--- config.mk ---
export PLATFORM = sky130hd
export DESIGN_NAME = dmux_router
export DESIGN_NICKNAME = d
export VERILOG_FILES = /design/src/rtl/dmux_router.sv
export SDC_FILE = /design/constraint.sdc
export NUM_CORES = 1
export LEC_CHECK = 0
export ABC_AREA = 1
export BUFFER_PORTS_ARGS = -buffer_cell sky130_fd_sc_hd__buf_4
export CORE_MARGIN = 2
export CORE_UTILIZATION = 50
export CTS_BUF_LIST = sky130_fd_sc_hd__clkbuf_8 sky130_fd_sc_hd__clkbuf_16
export CTS_CLUSTER_DIAMETER = 30
export CTS_CLUSTER_SIZE = 12
export DETAILED_ROUTE_END_ITERATION = 10
export PLACE_DENSITY = 0.78
export REMOVE_ABC_BUFFERS = 1
export SLEW_MARGIN = 20
export SYNTH_ARGS = -nofsm -noshare
export SYNTH_HDL_FRONTEND = slang
export SYNTH_SLANG_ARGS = --single-unit
--- constraint.sdc ---
create_clock -name clk -period 2.39 [get_ports clk]
set_input_delay 0.478 -clock clk [delete_from_list [all_inputs] [get_ports clk]]
set_output_delay 0.478 -clock clk [all_outputs]
set_load 0.03 [all_outputs]
--- src/rtl/dmux_router.sv ---
// Registered 1-to-N demultiplexer with valid/ready flow control, per-channel
// one-word output registers, broadcast mode and a saturating drop counter.

module dmux_router_ch #(
    parameter int WIDTH = 8
) (
    input  logic             clk,
    input  logic             rst_n,
    input  logic             load_i,
    input  logic             ready_i,
    input  logic [WIDTH-1:0] data_i,
    output logic             valid_o,
    output logic [WIDTH-1:0] data_o
);
    logic             valid_q, valid_d;
    logic [WIDTH-1:0] data_q, data_d;

    // A load wins over a drain, so drain+load on one edge keeps the channel full.
    always_comb begin
        valid_d = valid_q;
        data_d  = data_q;
        if (load_i) begin
            valid_d = 1'b1;
            data_d  = data_i;
        end else if (ready_i) begin
            valid_d = 1'b0;
        end
    end

    always_ff @(posedge clk or negedge rst_n) begin
        if (!rst_n) begin
            valid_q <= 1'b0;
            data_q  <= '0;
        end else begin
            valid_q <= valid_d;
            data_q  <= data_d;
        end
    end

    assign valid_o = valid_q;
    assign data_o  = data_q;
endmodule

module dmux_router #(
    parameter int WIDTH = 8,
    parameter int N     = 4,
    parameter int SELW  = 2,
    parameter int CNTW  = 8
) (
    input  logic               clk,
    input  logic               rst_n,
    input  logic [WIDTH-1:0]   in_data,
    input  logic [SELW-1:0]    in_sel,
    input  logic               in_bcast,
    input  logic               in_valid,
    output logic               in_ready,
    output logic [N*WIDTH-1:0] out_data,
    output logic [N-1:0]       out_valid,
    input  logic [N-1:0]       out_ready,
    output logic [CNTW-1:0]    drop_cnt
);
    localparam logic [31:0] NCH = 32'(N);

    logic [N-1:0]    hit;
    logic [N-1:0]    free;
    logic            sel_ok;
    logic            accept;
    logic            drop;
    logic [CNTW-1:0] cnt_q, cnt_d;

    assign free   = ~out_valid | out_ready;
    assign sel_ok = (32'(in_sel) < NCH);

    // Unicast to a missing channel is always accepted and thrown away.
    always_comb begin
        in_ready = 1'b1;
        if (in_bcast)
            in_ready = &free;
        else if (sel_ok)
            in_ready = |(hit & free);
    end

    assign accept = in_valid & in_ready;
    assign drop   = accept & ~in_bcast & ~sel_ok;

    for (genvar k = 0; k < N; k++) begin : g_ch
        assign hit[k] = in_bcast | (in_sel == SELW'(k));

        dmux_router_ch #(.WIDTH(WIDTH)) u_ch (
            .clk     (clk),
            .rst_n   (rst_n),
            .load_i  (accept & hit[k]),
            .ready_i (out_ready[k]),
            .data_i  (in_data),
            .valid_o (out_valid[k]),
            .data_o  (out_data[k*WIDTH +: WIDTH])
        );
    end

    always_comb begin
        cnt_d = cnt_q;
        if (drop && (cnt_q != {CNTW{1'b1}}))
            cnt_d = cnt_q + 1'b1;
    end

    always_ff @(posedge clk or negedge rst_n) begin
        if (!rst_n) cnt_q <= '0;
        else        cnt_q <= cnt_d;
    end

    assign drop_cnt = cnt_q;
endmodule
Word level (Yosys, flattened, before mapping)
Index checks and enable logic that the tools add are counted.

Memories: 0. Register bits after elaboration: 36. Bits in latches: 0. Word-level logic and storage cells: 39. RAM bits: 0. Input bits: 18. Bits in read-only memories: 0. Output and inout port bits: 45.

Magnitude comparators: 0. Reductions and logical operators: 7. Equality and inequality tests: 3. Muxes and demuxes: 9. Multiply operators: 0. Bitwise operators: 12. Add/subtract/negate cells: 0. Shifts and indexed selects: 0. Divide/modulo/power cells: 0.

Operator list (count): $mux W1 (9); $reduce_bool A2 Y1 (4); $and A1 B1 Y1 (5); $and A4 B4 Y4 (1); $eq A2 B2 Y1 const B (2); $not A4 Y4 (1); $or A1 B1 Y1 (4); $or A4 B4 Y4 (1); $reduce_and A4 Y1 (1); $reduce_or A4 Y1 (1); $eq A2 B1 Y1 const B (1); $logic_not A2 Y1 (1).

Logic depth before layout (Yosys ltp)
Gate-level depths: netlist of run 1.

Word-level depth: 8. Gate-level depth with buffers: 10. Gate-level depth less buffers: 10.

Cells and area by module
Synthesis of run 1 repeated with hierarchy kept, for this count alone.

Cells, all modules: 201. Area total of the unflattened synthesis: 1597.8 µm².

Modules (own cells, without submodules): dmux_router_ch (times used 4, area each 341.6 µm², cells an instance 38, sequential area each 225.2 µm²); dmux_router (times used 1, area each 231.5 µm², cells an instance 49, sequential area each 0.0 µm²).

Worst setup path after synthesis of run 1
OpenSTA, ideal clock, no wires.

Path type: input port to output port. Start point: input port in_sel[1]. End point: output port in_ready. Required time: 1.912 ns. Stages: 8. Path buffers: 1. Arrival time: 1.245 ns. Slack: 0.667 ns. Cell sequence: inv_1 > nand2_1 > nand2_4 > nand2_2 > nand2_4 > nor2_4 > nor2_4 > buf_6.

Longest elaborated chain between the ends: 5. Elaborated cells on any way between the ends: 11. Classes of those cells: 3 x eq/ne; 1 x mux; 5 x bitwise; 2 x reduce/logical.

Ends and longest elaborated chain: start, declared (line 53) `input logic [SELW-1:0] in_sel,`; $eq A2 B1 Y1 (tied with other cells) (line 87) `assign hit[k] = in_bcast | (in_sel == SELW'(k));`; $or A1 B1 Y1 (line 87); $and A4 B4 Y4 (*) (line 80) `in_ready = |(hit & free);`; $reduce_or A4 Y1 (*) (line 80); $mux W1 (*) (line 77) `if (in_bcast)`; end, declared (line 56) `output logic in_ready,`.

Mark *: on every way between the ends. The rest lies on a longest branch, timed or not.

Worst setup path in the final report of run 1
Start point: register g_ch[1].u_ch.valid_q. End point: output port in_ready.

Longest elaborated chain between the ends: 5. Elaborated cells on any way between the ends: 6. Classes of those cells: 1 x mux; 3 x bitwise; 2 x reduce/logical.

Ends and longest elaborated chain: start, declared (line 15) `logic valid_q, valid_d;`; start signal, assigned (line 35) `valid_q <= valid_d;`; $not A4 Y4 (*) (line 71) `assign free = ~out_valid | out_ready;`; $or A4 B4 Y4 (*) (line 71); $and A4 B4 Y4 (line 80); $reduce_or A4 Y1 (line 80); $mux W1 (*) (line 77).

Marked as above.

==> results.md, run 1 <==
* Status: finished, final reports clean
* Initial antenna violation count at 0
* CTS HTree Levels at 2
* Clock sinks at 36
* Endpoints failing setup at 0
* Initial Util at 51.5%
* Die H at 64.9 um
* Synth cell types at 21
* Power Dens Cells at 913 nW/um^2
* Clock power share at a little over a fifth
* Slew Limit Fails at 0
* Hold buffers post-CTS at 0
* Antenna Violating Nets Remaining at 0
* Clk_lat worst skew at 0.29 ns
* IR drop worst, VDD at 0.529 mV
* Total CTS buffers at 5
* Seq/Total Area, Yosys at 48.5%
* Worst setup path startpoint: g_ch[1].u_ch.valid_o$_DFFE_PN0P_
* Layout cells sized above 1 at between 30% and 40%
* Mapped Area at 1860 um^2
* Gr usage total at 20.9%
* Drt initial violations at 81
* Sw Ratio at 39.9%
* Area of the die at ~4200 um^2
* Yosys warns at 0
* Commonest non-fill, non-tap cell in the layout: nand2_1
* CTS root buffer: clkbuf_8
* # diodes at 0
* Crit Path Category: register to primary output
* Reg-to-reg startpoint: g_ch[1].u_ch.valid_o$_DFFE_PN0P_
* Syn_area_per_cell at 9.62 um^2
* Vias at 1476
* Fmax at around 0.54 GHz
* Crit start category: register
* Reg-to-reg slack, setup at roughly 0.86 ns
* Final WL at 3.95 mm
* First-pass iteration count of the detailed router at 4
* Most frequent cells in the layout: 70 x nand2_1, 55 x buf_4, 36 x dfrtp_1
* Largest cells by area after synthesis: dfrtp_1 49%, nand2_1 14%, nand4_1 11%, buf_4 5.3%, nand2_4 4.9%
* DRC at 0
* RSZ-0062 raised after global routing: false
* Vias in the first global route at roughly 1400
* Fin. Hold Viols at 0
* Global-route wire length before repair at 6.62 mm
* Vias per Instance at 5.05
* R2r endpoint: g_ch[1].u_ch.data_o[2]$_DFFE_PN0P_
* Internal power at 1.26 mW
* Comb pwr share at 39.9%
* Min Tclk post-route at 1.85 ns
* Flop pwr share at 39.3%
* Max Clock Skew at 0.00299 ns
* Final Cycle Share at between 70% and 80%
* Pin count of the biggest net entering global routing at 37
* Row count at 22
* NetSw at 837 uW
* PortBufs at 54
* Post_cts resized at 0
* CTS clk-pin slew, worst paths at 0.07 ns
* Leak at 1.26 nW
* Top-area cell type share of the netlist area at 48.5%
* Data arrival, critical path at 1.37 ns
* Post-layout nets at 261
* Area grow syn2layout at 23.6%
* Final global-route overflow total at 0
* Setup bufs post-CTS at 0
* Final Core Density at between 60% and 70%
* Worst-case clock buffer depth at 2
* Worst r2r path cells at 8
* CTS tree: yes
* Tot Pwr at 2.10 mW
* IO Pins at 63
* Max-Cap Viols at 0
* Worst Setup EP: in_ready
* Post-DP HPWL at between 2 and 3 mm
* Synth Register Bits at 36
* Worst-path fanout max at 3
* Syn Inst Count at around 190
* Critical Path RT at 1.91 ns
* Most area-hungry cell type in the Yosys netlist: dfrtp_1
* Setup crit end kind: primary output
* GPL Wtd Cong at just over 0.8
* Routed length per instance at 13.5 um
* Die X at around 65 um
* Fill cells at 313
* Setup TNS at 0 ns
* Hold WC Path Type: input pin to asynchronous set/reset pin
* Core ar. at 3610 um^2
[synth_stat cells]
library cell	number
buf_2	1
buf_4	13
buf_6	3
clkbuf_4	2
conb_1	1
dfrtp_1	36
inv_1	6
inv_2	2
inv_8	1
nand2_1	70
nand2_2	5
nand2_4	8
nand2_8	1
nand3_1	2
nand4_1	32
nand4_4	4
nor2_1	1
nor2_2	1
nor2_4	2
o21ai_2	1
o21bai_4	1
[per-stage QoR]
| stage | instances | hold WS [ns] | setup slack, ns | instance area (um^2) |
|---|---|---|---|---|
| after global placement | 284 | 0.455 | 0.579 | 2200 |
| final | 292 | 0.132 | 0.540 | 2290 |
| after global routing | 292 | 0.168 | 0.451 | 2290 |
| after detailed placement | 284 | 0.460 | 0.544 | 2200 |
| after floorplan | 181 | 0.182 | 0.493 | 1730 |
| after CTS | 292 | 0.153 | 0.525 | 2290 |
[cell families (layout without fill, tap and decap cells)]
logic type      count (synthesis)  in the layout  synth area share (%)
simple gates                  126            126                  39.4
flops                          36             36                  48.5
buf+inv                        28             72                  10.4
compound gates                  2              2                  1.48
other cells                     1              8                 0.202
[power by group through the flow]
stage	registers (mW)	clock network (mW)	logic, mW
after floorplan	1.10	0	0.241
after global placement	0.837	0	0.830
after detailed placement	0.835	0	0.841
after CTS	0.825	0.438	0.845
after global routing	0.841	0.471	0.898
final	0.824	0.436	0.837
[worst max-delay path: stages (launching register included)]
cell	delay, ns
dfrtp_1	0.41
nand2_4	0.09
nand3_1	0.16
nor2_2	0.11
nor2_1	0.07
nor2_4	0.09
buf_4	0.16
[worst min-delay path by stage]
stage	from	end	slack [ns]	cells past startpoint
2_1_floorplan	rst_n	g_ch[0].u_ch.data_o[0]$_DFFE_PN0P_	0.18	0
3_3_place_gp	rst_n	g_ch[3].u_ch.valid_o$_DFFE_PN0P_	0.46	1
3_5_place_dp	rst_n	g_ch[3].u_ch.valid_o$_DFFE_PN0P_	0.46	1
4_1_cts	rst_n	g_ch[0].u_ch.data_o[3]$_DFFE_PN0P_	0.15	1
5_1_grt	rst_n	g_ch[0].u_ch.data_o[3]$_DFFE_PN0P_	0.17	1
6_report	rst_n	g_ch[3].u_ch.data_o[6]$_DFFE_PN0P_	0.13	1
[routing by layer]
metal | global-route usage, % | routed length, um | part of all wire (%)
met3 | 4.86 | 243 | 6.2
met4 | 7.98 | 51 | 1.3
met1 | 26.8 | 1760 | 45
met2 | 34.4 | 1900 | 48
met5 | 0 | 0 | 0
[sequential cells by signal, summed over array words and instances, names as in the netlist]
signal / flops
g_ch.u_ch.data_o: 32
g_ch.u_ch.valid_o: 4
[layout make-up]
| cell class | instances | area [um^2] | share of cell area [%] |
|---|---|---|---|
| Timing Repair Buffer | 55 | 413 | 18.0 |
| Multi-Input combinational cell | 136 | 790 | 34.4 |
| Clock inverter | 2 | 7.51 | 0.327 |
| Clock buffer | 6 | 82.6 | 3.60 |
| Inverter | 9 | 41.3 | 1.80 |
| Tap cell | 48 | 60.1 | 2.62 |
| Sequential cell | 36 | 901 | 39.3 |
No activity file was read; power rests on OpenSTA's default activity.
==> run 2, diff against run 1 <==
--- a/config.mk
+++ b/config.mk
@@ -5,15 +5,15 @@
 export SDC_FILE = /design/constraint.sdc
 export NUM_CORES = 1
 export LEC_CHECK = 0
-export ABC_AREA = 1
+export ABC_AREA = 0
 export BUFFER_PORTS_ARGS = -buffer_cell sky130_fd_sc_hd__buf_4
 export CORE_MARGIN = 2
-export CORE_UTILIZATION = 50
+export CORE_UTILIZATION = 48
 export CTS_BUF_LIST = sky130_fd_sc_hd__clkbuf_8 sky130_fd_sc_hd__clkbuf_16
 export CTS_CLUSTER_DIAMETER = 30
 export CTS_CLUSTER_SIZE = 12
 export DETAILED_ROUTE_END_ITERATION = 10
-export PLACE_DENSITY = 0.78
+export PLACE_DENSITY = 0.77
 export REMOVE_ABC_BUFFERS = 1
 export SLEW_MARGIN = 20
 export SYNTH_ARGS = -nofsm -noshare
==> constraint.sdc (replaced) <==
create_clock -name clk -period 1.8 [get_ports clk]
set_input_delay 0.36 -clock clk [delete_from_list [all_inputs] [get_ports clk]]
set_output_delay 0.36 -clock clk [all_outputs]
set_load 0.03 [all_outputs]
==> results.md, run 2 <==
* Clk_lat worst skew at roughly 0.28 ns
* CTS tree: yes
* Top-area cell type share of the netlist area at 55.1%
* PortBufs at 54
* Syn_area_per_cell at 15.4 um^2
* Vias at 1094
* Drt initial violations at 36
* Crit Path Category: register to primary output
* Fill cells at approximately 250
* Max-Cap Viols at 0
* Hold WC Path Type: input pin to asynchronous set/reset pin
* Global-route wire length before repair at between 5 and 6 mm
* Reg-to-reg startpoint: g_ch[0].u_ch.valid_o$_DFFE_PN0P_
* Power Dens Cells at 1230 nW/um^2
* CTS root buffer: clkbuf_8
* Yosys warns at 0
* Initial Util at 49.4%
* CP max stage delay at 0.34 ns
* Post-layout nets at 198
* Critical Path RT at 1.44 ns
* Synth top cells by count: 36 x dfrtp_1, 28 x mux2_2, 12 x buf_4
* Slew Limit Fails at 0
* Layout cells sized above 1 at 71.7%
* Mapped Area at 1630 um^2
* Largest cells by area after synthesis: dfrtp_1 55%, mux2_2 19%, buf_4 5.5%, o221ai_4 4.8%, mux2_4 3.7%
* DP Worst Slack at -0.198 ns
* Worst-path fanout max at 2
* Delay-heaviest family, CP: simple AND/OR/NAND/NOR gates
* Largest register FFs at 32
* RSZ-0062 raised after global routing: true
* Synth Register Bits at 36
* # diodes at 0
* Routed length per instance at 15.2 um
* Area grow syn2layout at 42.6%
* Critical Path Most Common Cell: buf_6
* Seq/Total Area, Yosys at between 50% and 60%
* Antenna Violating Nets Remaining at 0
* Crit start category: register
* Core ar. at 3310 um^2
* Fmax at 0.536 GHz
* GPL Wtd Cong at a little over 0.8
* Vias in the first global route at 1136
* Violated checks: setup timing
* Slowest cell on the critical path: dfrtp_1
* Die H at between 60 and 70 um
* Total CTS buffers at 5
* EDFF count, synth at 0
* First-pass iteration count of the detailed router at 2
* CTS HTree Levels at 2
* Most area-hungry cell type in the Yosys netlist: dfrtp_1
* CTS clk-pin slew, worst paths at 0.07 ns
* Gr usage total at 19.3%
* Synth cell types at 22
* Worst-case clock buffer depth at 2
* Min Tclk post-route at around 1.9 ns
* Final WL at ~3.4 mm
* Worst setup path startpoint: g_ch[0].u_ch.valid_o$_DFFE_PN0P_
* Most common cell in the netlist: dfrtp_1
* Post-DP HPWL at roughly 2.6 mm
* Vias per Instance at 4.84
* Initial antenna violation count at 0
* Clock sinks at 36
* DRC at 0
* Syn Inst Count at 106
* Final global-route overflow total at 0
* Data arrival, critical path at about 1.5 ns
* CP cell instances: or2b_4 -> buf_6 -> nand3_4 -> nor2_4 -> or2_4 -> buf_6
* Commonest non-fill, non-tap cell in the layout: buf_4
* CP Buf/Inv Count at 2
* Most used DFF post-synth: dfrtp_1
* Row count at 21
* Hold buffers post-CTS at 0
* Max Clock Skew at 0.00358 ns
* Leak at 1.12 nW
* Die X at 62.3 um
* Hold_ws at 0.0145 ns
* Most frequent cells in the layout: 64 x buf_4, 36 x dfrtp_1, 28 x mux2_2
* Final Cycle Share at 104%
* Endpoints failing setup at 23
* Status: finished, violations left
* Worst setup margin at -0.0668 ns
* Area of the die at about 3900 um^2
* IO Pins at 63
* IR drop worst, VDD at 0.754 mV
* Ys async rst share at 100%
* Tot Pwr at 2.87 mW
* Pin count of the biggest net entering global routing at 37
* Setup crit end kind: primary output
* Fin. Hold Viols at 0
run 2: cell types whose count changed after synthesis, moves of 4 or more:
cell | previous run | this run
nand2_2 | 5 | 1
mux2_2 | 0 | 28
nand2_4 | 8 | 0
nand4_1 | 32 | 0
nand2_1 | 70 | 5
inv_1 | 6 | 0
mux2_4 | 0 | 4
nand4_4 | 4 | 0
run 2: worst paths after layout:
path	end	slack (ns)	cells after the start
worst max register to register	g_ch[3].u_ch.data_o[1]$_DFFE_PN0P_	-0.02	8
worst max-delay path	in_ready	-0.07	6
worst min register to register	g_ch[3].u_ch.data_o[6]$_DFFE_PN0P_	0.51	1
max in group asynchronous	g_ch[3].u_ch.valid_o$_DFFE_PN0P_	1.47	1
worst min-delay path	g_ch[0].u_ch.valid_o$_DFFE_PN0P_	0.01	1
min in group clk	g_ch[2].u_ch.data_o[5]$_DFFE_PN0P_	0.33	2
run 2: repair_timing:
action / in CTS / in global routing
pin swaps: 4 / 0
gates resized for setup: 17 / 1
setup endpoints to repair: 33 / 33
gates cloned: 0 / 0
buffers inserted: 4 / 1
run 2: worst register-to-register path: stages, from the launching register on:
cell      delay, ns
dfrtp_1        0.34
or2b_4         0.28
buf_6          0.12
nand3_4        0.06
nor2_4         0.05
buf_4          0.16
o211ai_4       0.21
buf_6          0.15
mux2_2         0.33
run 2: kinds of logic after synthesis:
group | Yosys count | share of synthesized area (%)
flops | 36 | 55.1
mux | 32 | 23.0
simple gates | 16 | 6.28
buf+inv | 13 | 6.20
compound gates | 8 | 9.19
other cells | 1 | 0.229
run 2: report_power, final:
group	switching [mW]	internal (mW)	leakage [nW]	total (mW)
registers	0.113	1.00	0.426	1.12
clock network	0.276	0.262	0.0400	0.537
logic	0.679	0.533	0.651	1.21
run 2: area by class of cell:
cell class / instances / area [um^2] / share of cell area (%)
clock buffers: 5 / 68.8 / 2.95
clock inverters: 2 / 12.5 / 0.537
multi-input cells: 64 / 701 / 30.1
flip-flops and latches: 36 / 901 / 38.6
well taps: 46 / 57.6 / 2.47
repair buffers: 73 / 591 / 25.3
run 2: per-layer routing:
metal  routed length, um  track usage [%]
met4                  54             7.50
met1                1320             20.7
met2                1870             35.2
met5                   0                0
met3                 184             6.16
run 2: metrics by stage:
step	area (um^2)	TNS (ns)	utilization [%]	std cells
4_1_cts	2320	-0.522	70.0	225
3_5_place_dp	2140	-5.72	64.6	214
2_1_floorplan	1560	-5.15	-	100
5_1_grt	2330	-2.63	70.4	226
6_report	2330	-0.263	70.4	226
3_3_place_gp	2140	-4.55	64.6	214
